<file path="src/rtl/btb_set_assoc.sv">
// Set-associative branch target buffer with per-set LRU ages and a registered lookup response.
// Define BTB_STATS_EN to build the saturating lookup/hit statistics counters.
module btb_set_assoc #(
    parameter int ADDR_W = 32,
    parameter int SETS   = 8,
    parameter int WAYS   = 2
) (
    input  logic              clk,
    input  logic              rst_n,
    input  logic              lookup_valid,
    input  logic [ADDR_W-1:0] lookup_pc,
    input  logic              upd_valid,
    input  logic [ADDR_W-1:0] upd_pc,
    input  logic [ADDR_W-1:0] upd_target,
    input  logic              flush,
    output logic              resp_valid,
    output logic              hit,
    output logic [ADDR_W-1:0] target_address,
    output logic [15:0]       lookup_cnt,
    output logic [15:0]       hit_cnt
);
    localparam int IDX_W = $clog2(SETS);
    localparam int TAG_W = ADDR_W - IDX_W;
    localparam int WAY_W = (WAYS > 1) ? $clog2(WAYS) : 1;

    typedef logic [WAY_W-1:0]            way_t;
    typedef logic [WAYS-1:0][WAY_W-1:0]  age_vec_t;

    logic [WAYS-1:0]   valid_q [SETS];
    age_vec_t          age_q   [SETS];
    logic [TAG_W-1:0]  tag_q   [SETS][WAYS];
    logic [ADDR_W-1:0] tgt_q   [SETS][WAYS];

    function automatic age_vec_t ages_reset();
        age_vec_t r;
        for (int w = 0; w < WAYS; w++) begin
            r[w] = way_t'(w);
        end
        return r;
    endfunction

    function automatic way_t lowest_set(logic [WAYS-1:0] v);
        way_t r;
        r = '0;
        for (int w = WAYS - 1; w >= 0; w--) begin
            if (v[w]) r = way_t'(w);
        end
        return r;
    endfunction

    function automatic way_t lru_way(age_vec_t a);
        way_t r;
        r = '0;
        for (int w = 0; w < WAYS; w++) begin
            if (a[w] == way_t'(WAYS - 1)) r = way_t'(w);
        end
        return r;
    endfunction

    // Accessed way becomes youngest; only ways younger than it age, so ages stay a permutation.
    function automatic age_vec_t touch(age_vec_t a, way_t way);
        age_vec_t r;
        r = a;
        for (int w = 0; w < WAYS; w++) begin
            if (way_t'(w) == way) r[w] = '0;
            else if (a[w] < a[way]) r[w] = a[w] + way_t'(1);
        end
        return r;
    endfunction

    logic [IDX_W-1:0]  lk_idx, up_idx;
    logic [TAG_W-1:0]  lk_tag, up_tag;
    logic [WAYS-1:0]   lk_match, up_match;
    way_t              lk_way, up_way;
    logic              lk_hit, up_en;
    logic [ADDR_W-1:0] lk_target;
    age_vec_t          up_age_base, up_age_new;

    assign lk_idx = lookup_pc[IDX_W-1:0];
    assign lk_tag = lookup_pc[ADDR_W-1:IDX_W];
    assign up_idx = upd_pc[IDX_W-1:0];
    assign up_tag = upd_pc[ADDR_W-1:IDX_W];

    always_comb begin
        lk_match = '0;
        up_match = '0;
        for (int w = 0; w < WAYS; w++) begin
            lk_match[w] = valid_q[lk_idx][w] && (tag_q[lk_idx][w] == lk_tag);
            up_match[w] = valid_q[up_idx][w] && (tag_q[up_idx][w] == up_tag);
        end
    end

    // The update sees the ages after a same-cycle lookup hit has touched its set.
    always_comb begin
        lk_way    = lowest_set(lk_match);
        lk_hit    = lookup_valid && !flush && (|lk_match);
        lk_target = tgt_q[lk_idx][lk_way];
        up_en     = upd_valid && !flush;
        if (lk_hit && (lk_idx == up_idx)) up_age_base = touch(age_q[lk_idx], lk_way);
        else                              up_age_base = age_q[up_idx];
        if (|up_match)                up_way = lowest_set(up_match);
        else if (~&valid_q[up_idx])   up_way = lowest_set(~valid_q[up_idx]);
        else                          up_way = lru_way(up_age_base);
        up_age_new = touch(up_age_base, up_way);
    end

    always_ff @(posedge clk or negedge rst_n) begin
        if (!rst_n) begin
            for (int s = 0; s < SETS; s++) begin
                valid_q[s] <= '0;
                age_q[s]   <= ages_reset();
            end
        end else if (flush) begin
            for (int s = 0; s < SETS; s++) begin
                valid_q[s] <= '0;
                age_q[s]   <= ages_reset();
            end
        end else begin
            if (lk_hit) age_q[lk_idx] <= touch(age_q[lk_idx], lk_way);
            if (up_en) begin
                age_q[up_idx]           <= up_age_new;
                valid_q[up_idx][up_way] <= 1'b1;
            end
        end
    end

    // Tag and target storage carries no reset; valid bits alone qualify hits.
    always_ff @(posedge clk) begin
        if (up_en) begin
            tag_q[up_idx][up_way] <= up_tag;
            tgt_q[up_idx][up_way] <= upd_target;
        end
    end

    always_ff @(posedge clk or negedge rst_n) begin
        if (!rst_n) begin
            resp_valid     <= 1'b0;
            hit            <= 1'b0;
            target_address <= '0;
        end else begin
            resp_valid     <= lookup_valid;
            hit            <= lk_hit;
            target_address <= lk_hit ? lk_target : '0;
        end
    end

`ifdef BTB_STATS_EN
    logic [15:0] lookup_cnt_q, hit_cnt_q;

    // Counts responses as they are presented; a flush at the same edge wins.
    always_ff @(posedge clk or negedge rst_n) begin
        if (!rst_n) begin
            lookup_cnt_q <= '0;
            hit_cnt_q    <= '0;
        end else if (flush) begin
            lookup_cnt_q <= '0;
            hit_cnt_q    <= '0;
        end else if (resp_valid) begin
            if (lookup_cnt_q != 16'hFFFF) lookup_cnt_q <= lookup_cnt_q + 16'd1;
            if (hit && (hit_cnt_q != 16'hFFFF)) hit_cnt_q <= hit_cnt_q + 16'd1;
        end
    end

    assign lookup_cnt = lookup_cnt_q;
    assign hit_cnt    = hit_cnt_q;
`else
    assign lookup_cnt = '0;
    assign hit_cnt    = '0;
`endif

endmodule

</file>
<file path="config.mk">
export PLATFORM = sky130hd
export DESIGN_NAME = btb_set_assoc
export DESIGN_NICKNAME = d
export VERILOG_FILES = /design/src/rtl/btb_set_assoc.sv
export SDC_FILE = /design/constraint.sdc
export NUM_CORES = 1
export LEC_CHECK = 0
export CORE_MARGIN = 4
export CORE_UTILIZATION = 47
export CTS_CLUSTER_DIAMETER = 30
export DETAILED_ROUTE_END_ITERATION = 8
export GPL_TIMING_DRIVEN = 0
export PLACE_DENSITY_LB_ADDON = 0.3
export SETUP_SLACK_MARGIN = 0.05
export SLEW_MARGIN = 20
export SYNTH_ARGS = -nofsm -noshare
export SYNTH_HDL_FRONTEND = slang
export SYNTH_SLANG_ARGS = --single-unit
</file>
<file path="constraint.sdc">
create_clock -name clk -period 10 [get_ports clk]
set_input_delay 2 -clock clk [delete_from_list [all_inputs] [get_ports clk]]
set_output_delay 2 -clock clk [all_outputs]
set_load 0.05 [all_outputs]
</file>
# After elaboration in Yosys (flattened, before gate mapping)
# Memories as Yosys holds them, arrays and structs flattened.
# Index checks and enable logic that the tools add are counted.
[op_classes]
n_reduce_logical = 17
n_mux = 65
multipliers = 0
add_sub_neg = 4
magnitude_cmp = 14
div_mod_pow = 0
shift = 0
bitwise_logic = 6
n_eq_ne = 5
[ops]
columns = ["operator", "n"]
rows = [
  ["32-bit 2-to-1 mux", 5],
  ["29-bit equality test", 4],
  ["16-bit 2-to-1 mux", 6],
  ["64-bit 2-to-1 mux", 1],
  ["58-bit 2-to-1 mux", 1],
  ["16-bit bitwise mux", 2],
  ["32-bit demux with 1-bit select", 1],
  ["29-bit demux with 1-bit select", 1],
  ["29-bit 2-to-1 mux", 1],
  ["1-bit 2-to-1 mux", 27],
  ["2-bit binary-select mux with 3-bit select", 4],
  ["2-bit 2-to-1 mux", 12],
  ["2-bit demux with 3-bit select", 3],
  ["16-bit OR", 1],
  ["1-bit logical AND", 12],
  ["4-bit greater-or-equal comparator (second input constant)", 2],
  ["4-bit by 1-bit less-than comparator with 1-bit output (second input constant)", 2],
  ["3-bit NOT with 4-bit output", 2],
  ["1-bit adder (second input constant)", 4],
  ["2-bit greater-or-equal comparator (second input constant)", 2],
  ["1-bit less-than comparator", 4],
  ["1-bit by 2-bit less-than comparator with 1-bit output (second input constant)", 2],
  ["1-bit NOT with 2-bit output", 2],
  ["2-bit OR reduction", 2],
  ["8 further kinds", 8],
]
[totals]
out_inout_bits = 66
memories = 2
ff_bits = 66
wordCells = 140
mem_bits_ro = 0
latchBits = 0
ram_bits = 976
[mem_list]
columns = ["memory", "depth", "width", "rd", "rd_ports_with_merged_regs", "write_ports", "line", "text"]
rows = [
  ["tgt_q", 8, 64, 1, 0, 1, "32", "logic [ADDR_W-1:0] tgt_q [SETS][WAYS];"],
  ["tag_q", 8, 58, 2, 0, 1, "31", "logic [TAG_W-1:0] tag_q [SETS][WAYS];"],
]

# Longest topological paths before layout
# Gate-level depths: netlist of the first run.
[depth]
word_depth = 25
ltp_mapped = 16

# Least setup slack after synthesis of the first run
# Ideal clock, no wire load.
[synth_path]
kind = "input -> register"
startpoint = "input lookup_pc[0]"
endpoint = "memory tag_q[1][29] (netlist bit) (enable)"
t_arrival_ps = 7260
t_required_ps = 9520
cell_stages = 13
setup_slack_ps = 2259
setup_time_ps = 480
n_path_buf = 3
cell_sequence = "buf_4 -> buf_6 -> mux2i_1 -> o22ai_1 -> or3_1 -> a2111oi_0 -> nand4b_1 -> or4_1 -> o211ai_1 -> a311o_2 -> buf_2 -> nand3_1 -> nor2_1"
[synth_between]
elab_chain_len = 22
[synth_lines]
columns = ["item", "line", "text"]
rows = [
  ["start, declared", "11", "input logic [ADDR_W-1:0] lookup_pc,"],
  ["branches (longest 12 deep; another with memory read 8 x 58 bit)", "-", ""],
  ["2-bit 2-to-1 mux *", "99", "if (lk_hit && (lk_idx == up_idx)) up_age_base = touch(age_q[lk_idx], lk_way);"],
  ["1-bit 2-to-1 mux *", "55", "if (a[w] == way_t'(WAYS - 1)) r = way_t'(w);"],
  ["1-bit 2-to-1 mux *", "102", "else if (~&valid_q[up_idx]) up_way = lowest_set(~valid_q[up_idx]);"],
  ["1-bit 2-to-1 mux *", "101", "if (|up_match) up_way = lowest_set(up_match);"],
  ["1-bit NOT with 2-bit output (implied by the code) *", "130", "tag_q[up_idx][up_way] <= up_tag;"],
  ["2-bit greater-or-equal comparator (implied by the code) or 2-bit by 1-bit less-than comparator with 1-bit output (tied branches)", "130", ""],
  ["1-bit logical AND (implied by the code)", "130", ""],
  ["29-bit 2-to-1 mux (implied by the code)", "130", ""],
  ["29-bit demux with 1-bit select *", "130", ""],
  ["58-bit 2-to-1 mux (implied by the code) *", "130", ""],
  ["end, declared", "31", ""],
]
# Mark *: on every way between the ends. The select of a mux whose other input is x is not followed.

# Worst setup path in the final report of the first run
[layout_path]
startpoint = "input upd_pc[1]"
endpoint = "memory tag_q[1][55] (netlist bit) (enable)"
[layout_between]
elab_chain_len = 15
[layout_lines]
columns = ["item", "line", "text"]
rows = [
  ["start, declared", "13", "input logic [ADDR_W-1:0] upd_pc,"],
  ["branches (longest 15 deep; another with memory read 8 x 58 bit)", "-", ""],
]
# Parallel ways; which one is timed is not known. The select of a mux whose other input is x is not followed.

==> results list, run 1 <==
- The critical path is of the primary input to register type.
- Iteration-0 DRC Markers: 5440
- GRT Util Overall: 34.7%
- 167 I/O pins were placed.
* Status: finished, final reports clean
* Synth Area in Compound Gates: 9.23%
* Critical Path, Cell by Cell: clkdlybuf4s50_1, buf_2, nor2b_1, clkbuf_1, buf_1, a22oi_1, o22ai_1, xor2_1, a2111oi_0, nand4_1, nor4_1, a311o_2, buf_2, nand3_1, nor2_4, buf_12, buf_12
- After synthesis, the share of cell area in mux cells is 12.8%.
- Maximum number of pins on one net before global-route repair: 35
- Number of nets in the layout: 3254
- Post-synthesis instance total: 2716
- The die is 317 um tall.
- Summed over its instances, the top area cell type makes up 65.5% of the synthesized netlist area.
* Time the worst path needs with I/O delays and setup: 8980 ps
* Worst hold path endpoint: valid_q[3]
- Of all nets on the critical path, the largest fanout is 17.
- Final max-slew violation count: 0
* Synthesized cell area: 44800 um2
* Distinct cell type count of the synthesized netlist: 79
* Wirelength per Cell: 38.3 um
- Of the cells placed in the final design, the portion with a size suffix greater than 1 is 23.4%.
- After clock tree synthesis, the clock-pin slew on the worst setup and hold paths is 40 ps.
* Top cells by count, synth: 976 x sky130_fd_sc_hd__edfxtp_1, 177 x sky130_fd_sc_hd__mux2i_1, 164 x sky130_fd_sc_hd__o22ai_1
- Dividing the detail-routed via count by the number of cells gives 6.82.
- Yosys warning total: 0
* HPWL after DPL: 118000 um
- IR analysis of the VDD net gives a maximum drop of 0.189 mV.
- Counting flops with a built-in enable in the synthesized netlist gives 976.
- Total wire length after detailed routing: 176000 um
- Total grt overflow: 0
* Number of cells on the worst reg-to-reg path: 13
* Std cell rows: 112
- Power density over the cells: 224 nW/um2
- For this design, the slowest cell found on the critical path is sky130_fd_sc_hd__a2111oi_0.
* Slew of the pin with the lowest slew margin: 1360 ps
- The die covers 100000 um2.
- Setup repair after global routing left no endpoint under its margin.
- After the flow finishes, the layout carries non-filler instances totaling 4585.
- Clock latency on the worst-skew pair, taken at its later pin, is 830 ps.
* Horizontal die dimension: 317 um
- Counting the buffers created by CTS gives 198.
- Hold path startpoint: valid_q[3]
* Critical Path End Type: register
- In the post-synthesis netlist, the cell with the most instances is sky130_fd_sc_hd__edfxtp_1.
* Core Footprint: 93900 um2
- STA classifies the critical path startpoint as a primary input.
- Largest cells by area after synthesis: sky130_fd_sc_hd__edfxtp_1 65%, sky130_fd_sc_hd__mux4_2 6.8%, sky130_fd_sc_hd__mux2i_1 4.0%
* Tightest slew margin relative to the limit: 9.33%
- Counting tap cells, the placed design contains a total of 4207 instances.
- The worst register-to-register path has a setup slack of 4260 ps.
- Static power due to leakage: 19.6 nW
* Clock tree from TritonCTS: yes
* Post-synthesis share of cell area spent on full adders, half adders and majority gates: 0%
* Number of antenna violations at the first check in global routing: 10
- For this configuration, the core starts out at a cell density of 47.7%.
- Summing all non-filler instances in the final layout gives an area of 56900 um2.
- In this run the cell area measured after placement is 49700 um2.
- Count of final setup violators: 0
- By area, the combinational part of the netlist is dominated by multiplexers.
- Total power: 12.8 mW
* Type of the worst min-delay path: register to register
* Post-synth top area cell: sky130_fd_sc_hd__edfxtp_1
* Max Clk Rate: 0.111 GHz
- Number of levels in the clock H-tree: 4
- The synthesized netlist devotes 4.24% of its cell area to simple gates.
- In the routed design, unresolved DRC markers number 0.
- Root Buffer: sky130_fd_sc_hd__clkbuf_16
- The first detailed-routing pass ran for 9 iterations.
* Arrival @ worst endpoint: 9470 ps
- Layout-stage area growth over the synthesis result: 27.0%
- The count of nets left with antenna violations once routing finished came out at 0.
* Max Buffers Root-to-Sink: 3
- Post-Synthesis Mean Instance Area: 16.5 um2
- Max-cap violations: 0
- The startpoint identified for the worst register-to-register timing path is tag_q[0][33].
* Slowest stage delay, CP: 1090 ps
- Worst path buffer plus inverter count: 7
* Final Wtd Congestion: 1.01
- Port buffering added 130 buffers.
- Endpoints failing hold: 0
- Number of buffers inserted for hold repair after clock tree synthesis: 0
- For this block, the via count after detailed routing is 31.3k.
- Number of global-route vias before repair: 31.0k
- The tree built by TritonCTS fans out to 1042 sinks.
* Final period utilization: 89.8%
* Wire length of the first global-routing pass: 239000 um
- Predominant post-synthesis flop cell: sky130_fd_sc_hd__edfxtp_1
- Resized cells post-CTS: 0
- Among cell families on the critical path, the largest total delay comes from buffers and inverters.
- Once the clock tree was built, the setup fixing pass inserted 0 buffers.
- Endpoint of the worst register-to-register path: tag_q[1][55]
- Sequential element share of the synthesized area: 69.2%
* Proportion of synthesized flip-flops having asynchronous set or reset: 6.33%
- Number of instances on the worst hold path: 1
* Total of flip-flops plus latches after synthesis: 1042
* Post-Route Skew: 59.9 ps
- Endpoint required time on the critical path: 10480 ps
- Summing the areas of all xor and xnor instances in the mapped netlist gives 2.03% of the synthesized area.
-- worst max-delay path by stage --
| stage | start | endpoint | slack (ps) | depth (start not counted) |
|---|---|---|---|---|
| floorplan | lookup_pc[0] | tag_q[1][29] | 2260 | 13 |
| global placement | upd_pc[0] | tag_q[3][16] | -4810 | 13 |
| detailed placement | upd_pc[1] | tgt_q[1][55] | 750 | 17 |
| CTS | upd_pc[1] | tag_q[1][55] | 1560 | 17 |
| global route | upd_pc[1] | tag_q[1][55] | 1300 | 17 |
| finish | upd_pc[1] | tag_q[1][55] | 1020 | 17 |
-- kinds of logic (layout without fill, tap and decap cells) --
kind of cell    count (synthesis)  count (layout)
buf+inv                       229             806
simple gates                  375             375
flops                        1042            1042
mux                           393             393
other cells                     1              39
compound gates                572             572
xor+xnor                      104             104
-- through the flow --
stage	setup slack (ps)	utilization, %	setup TNS, ps	hold slack [ps]
2_1_floorplan	2260	-	0	461
3_3_place_gp	-4810	50.9	-4521060	484
3_5_place_dp	747	52.9	0	495
4_1_cts	1560	60.5	0	504
5_1_grt	1300	60.5	0	515
6_report	1020	60.6	0	508
-- registers in the layout, indices dropped and copies added (netlist names) --
register and count:
age_q 16, tag_q 464, valid_q 16, target_address 32
resp_valid 1, hit 1, tgt_q 512
-- where the power goes --
group / internal (mW) / switching [mW]
sequential: 4.82 / 0.0142
clock: 4.64 / 2.39
combinational: 0.282 / 0.607
total: 9.75 / 3.01
-- layout by cell type (no fill, tap or decap), types with 19 or more instances in the layout --
cell type / n
sky130_fd_sc_hd__mux4_2: 135
sky130_fd_sc_hd__clkdlybuf4s50_1: 129
sky130_fd_sc_hd__bufinv_16: 36
sky130_fd_sc_hd__buf_16: 40
sky130_fd_sc_hd__o221ai_1: 55
sky130_fd_sc_hd__edfxtp_1: 976
sky130_fd_sc_hd__clkinv_1: 24
sky130_fd_sc_hd__o21ai_0: 25
sky130_fd_sc_hd__buf_4: 48
sky130_fd_sc_hd__o22ai_1: 164
sky130_fd_sc_hd__mux2_2: 72
sky130_fd_sc_hd__a22oi_1: 64
sky130_fd_sc_hd__xnor2_1: 46
sky130_fd_sc_hd__conb_1: 32
sky130_fd_sc_hd__nor2_1: 95
sky130_fd_sc_hd__a21oi_1: 62
sky130_fd_sc_hd__mux2i_1: 177
sky130_fd_sc_hd__a221oi_1: 49
sky130_fd_sc_hd__clkbuf_16: 198
sky130_fd_sc_hd__dfrtp_1: 58
sky130_fd_sc_hd__nand2_1: 97
sky130_fd_sc_hd__buf_2: 69
sky130_fd_sc_hd__clkbuf_1: 93
sky130_fd_sc_hd__buf_12: 26
sky130_fd_sc_hd__xor2_1: 58
sky130_fd_sc_hd__clkinv_2: 26
sky130_fd_sc_hd__nor4_1: 31
sky130_fd_sc_hd__nand3_1: 19
sky130_fd_sc_hd__o22a_1: 22
-- metal layers --
metal | wire (um) | global-route usage [%] | vias to the layer above
li1 | - | - | 12076
met5 | 48 | 0 | -
met1 | 61300 | 44.2 | 15787
met4 | 12200 | 20.9 | 8
met2 | 79000 | 52.7 | 2733
met3 | 23100 | 10.8 | 649
-- final cells by class --
class | count | area [um2]
Tap cell | 1254 | 1570
Antenna cell | 7 | 17.5
Fill cell | 6834 | 37000
Buffer | 213 | 1090
Inverter | 16 | 60.1
Clock inverter | 148 | 2070
Timing Repair Buffer | 206 | 3040
Multi-Input combinational cell | 1476 | 12900
Sequential cell | 1042 | 31000
Clock buffer | 223 | 5110
(Power assumes the default switching activity.)
==> run 2, diff against run 1 <==
SLEW_MARGIN = 25   (was 20)
==> run 2 against run 1 <==
Effect of this change: final area about the same; clock-buffer cell count decreased by 4; combinational power about the same; non-clock buffer count increased by 5; via count about the same; worst setup slack got worse by 81 ps; total power decreased by 2.1%; wire length decreased by 0.35%; utilization about the same; sequential share of layout area about the same; critical endpoint is now tgt_q[1][59]; highest routed layer unchanged.
==> results list, run 2 (synthesis gave the netlist of run 1 again) <==
* GRT Util Overall: 34.6%
* Tightest slew margin relative to the limit: 14.9%
- Number of instances on the worst hold path: 1
- At the end of routability-driven placement, the weighted congestion stood at 1.01.
- In this run the worst path has a maximum fanout of 13.
* Total grt overflow: 0
- Total wire length after detailed routing: 175000 um
- Data on the critical path arrives at its endpoint at 9550 ps.
* Clock tree from TritonCTS: yes
- Initial cell density of the core: 47.7%
* Number of antenna violations at the first check in global routing: 9
- The path class of the tightest hold or removal check is register to register.
- The register with the most flip-flops in the layout has 512 of them.
- Number of levels in the clock H-tree: 4
- Top-level port count: 167
- The design draws 12.5 mW.
* Status: finished, final reports clean
- The die is 317 um tall.
* Number of cells on the worst reg-to-reg path: 14
- Entering global routing, the biggest net connects 35 pins.
- DR pass1 iterations: 6
* Internal power: 9.47 mW
- Number of filler cells placed in the layout: 6886
- After detailed routing, the number of remaining DRC violations is 0.
- Power density over the cells: 220 nW/um2
- Once routing completed, OpenROAD measured the worst setup slack at 937 ps.
- Number of global-route vias before repair: 31.1k
- Number of buffers added by the clock tree synthesis step: 199
* Post-route standard cell area excluding fillers: 56800 um2
- The tightest hold path in the finished design has a slack of 512 ps.
- The largest registers in the layout are tgt_q: 512 flops, tag_q: 464 flops, target_address: 32 flops.
- The routed design could run at a clock period as short as 9060 ps.
* Post-CTS Repair Setup Buffers: 0
* Logic gate share of total power: 7.1%
* Slew of the pin with the lowest slew margin: 1240 ps
- For this block, the via count after detailed routing is 31.2k.
- Count of final setup violators: 0
- The critical path is of the primary input to register type.
* Commonest cells after routing, fill and taps aside: 976 x sky130_fd_sc_hd__edfxtp_1, 199 x sky130_fd_sc_hd__clkbuf_16, 177 x sky130_fd_sc_hd__mux2i_1
- The clock drives 1042 sinks.
- VDD sags by at most 0.206 mV.
- The floorplan step defined a core boundary enclosing 93900 um2.
* Wirelength per Cell: 38.1 um
* Max-cap violations: 0
* Largest register by flop count: tgt_q
- Timing analysis after detailed placement gives a worst setup slack of 670 ps.
- The final number of hold-violating endpoints came to 0.
* Clock share of power: 54.1%
- At the later pin of the worst-skew pair, clock insertion delay measures 810 ps.
- Critical Path, Cell by Cell: clkdlybuf4s50_1, buf_2, buf_2, buf_2, buf_2, buf_2, o22ai_1, xor2_1, a2111oi_0, nand4_1, nor4_1, a311o_2, buf_2, nand3_1, nor2_4, buf_16, buf_16, buf_16
- The detail route stage leaves a number of antenna-violating nets equal to 0.
* HPWL after DPL: 118000 um
- After routing, the total negative slack on setup checks comes to 0 ps.
- Final max-slew violation count: 0
* Area after detailed placement: 49800 um2
* Fraction of layout instances using a drive strength above 1: 23.9%
- In the final design database the tool counted 3260 nets.
* RSZ-0062 raised after global routing: false
- Average via count per standard cell: 6.80
* Layout-stage area growth over the synthesis result: 26.9%
- Critical path launch point type: primary input
- Of the available clock period, the critical path in the final layout requires 90.6%.
* Critical Path End Type: register
- Std cell rows: 112
- Slowest stage delay, CP: 1110 ps
* Worst-path clk slew: 50 ps
* Post-Route Skew: 55.1 ps
* Die area: 100000 um2
* Iteration-0 DRC Markers: 5184
- In this run switching power makes up 24.2% of total power.
* Buffers on Ports: 130
- Horizontal die dimension: 317 um
- Wire length of the first global-routing pass: 239000 um
- Summed over all nets, the switching power comes to 3.02 mW.
* Root Buffer: sky130_fd_sc_hd__clkbuf_16
- Static power due to leakage: 19.5 nW
- The slowest stage of the critical path is the sky130_fd_sc_hd__a2111oi_0 cell.
* Max Clk Rate: 0.110 GHz
- In this design, the critical path's most frequently occurring cell is sky130_fd_sc_hd__buf_2.
* Endpoint required time on the critical path: 10490 ps
- Number of buffers inserted for hold repair after clock tree synthesis: 0
* Resized cells post-CTS: 0
* Max Buffers Root-to-Sink: 3
- Reg power frac: 38.7%
* Commonest non-fill, non-tap cell in the layout: sky130_fd_sc_hd__edfxtp_1
[run 2: cell count changes in the layout (fill, tap and decap cells not counted), sizes merged, moves of 3 or more]
cell	before	now
bufinv	36	26
clkinvlp	17	24
clkinv	76	82
buf	212	216
clkbuf	301	298
[run 2: critical path: cells and delay by family]
kind / cells / cell delay [ps]
buffers and inverters: 10 / 3980
AOI/OAI and AO/OA: 3 / 1610
and+or+nand+nor: 4 / 1610
xor gates and xnor gates: 1 / 260
[run 2: metal layers]
layer	GRT usage [%]	part of all wire (%)
met2	53.3	45
met5	0	0.0074
met4	21.2	7.1
met1	43.5	35
met3	10.3	13
[run 2: path summary, 6_finish.rpt]
path / startpoint / to / slack (ps)
setup reg to reg: tag_q[0][33] / tgt_q[1][59] / 4170
hold reg to reg: valid_q[11] / valid_q[11] / 510
hold / removal: valid_q[11] / valid_q[11] / 510
max in group asynchronous: rst_n / age_q[13] / 8140
min in group asynchronous: rst_n / target_address[2] / 1180
setup / recovery: upd_pc[2] / tgt_q[1][59] / 940
[run 2: through the flow]
stage          std cells  utilization, %
2_1_floorplan       2747               -
3_3_place_gp        4131            50.9
4_1_cts             4582            60.5
3_5_place_dp        4211            53.1
5_1_grt             4585            60.5
6_report            4591            60.5
[run 2: layout make-up]
| type | count | area (um2) | area share [%] |
|---|---|---|---|
| tap | 1254 | 1570 | 2.76 |
| clock inverter | 152 | 1870 | 3.30 |
| sequential | 1042 | 31000 | 54.5 |
| multi-input combinational | 1476 | 12900 | 22.8 |
| clock buffer | 219 | 5050 | 8.90 |
| buffer | 213 | 1110 | 1.95 |
| timing repair buffer | 211 | 3210 | 5.65 |
| antenna | 8 | 20.0 | 0.0352 |
| inverter | 16 | 60.1 | 0.106 |
[run 2: power groups by stage]
stage | logic [mW] | registers (mW) | clock network (mW)
6_report | 0.892 | 4.83 | 6.76
5_1_grt | 0.905 | 4.83 | 7.02
4_1_cts | 0.861 | 4.83 | 6.78
3_5_place_dp | 0.856 | 4.91 | 0
3_3_place_gp | 0.820 | 4.92 | 0
2_1_floorplan | 0.431 | 4.91 | 0
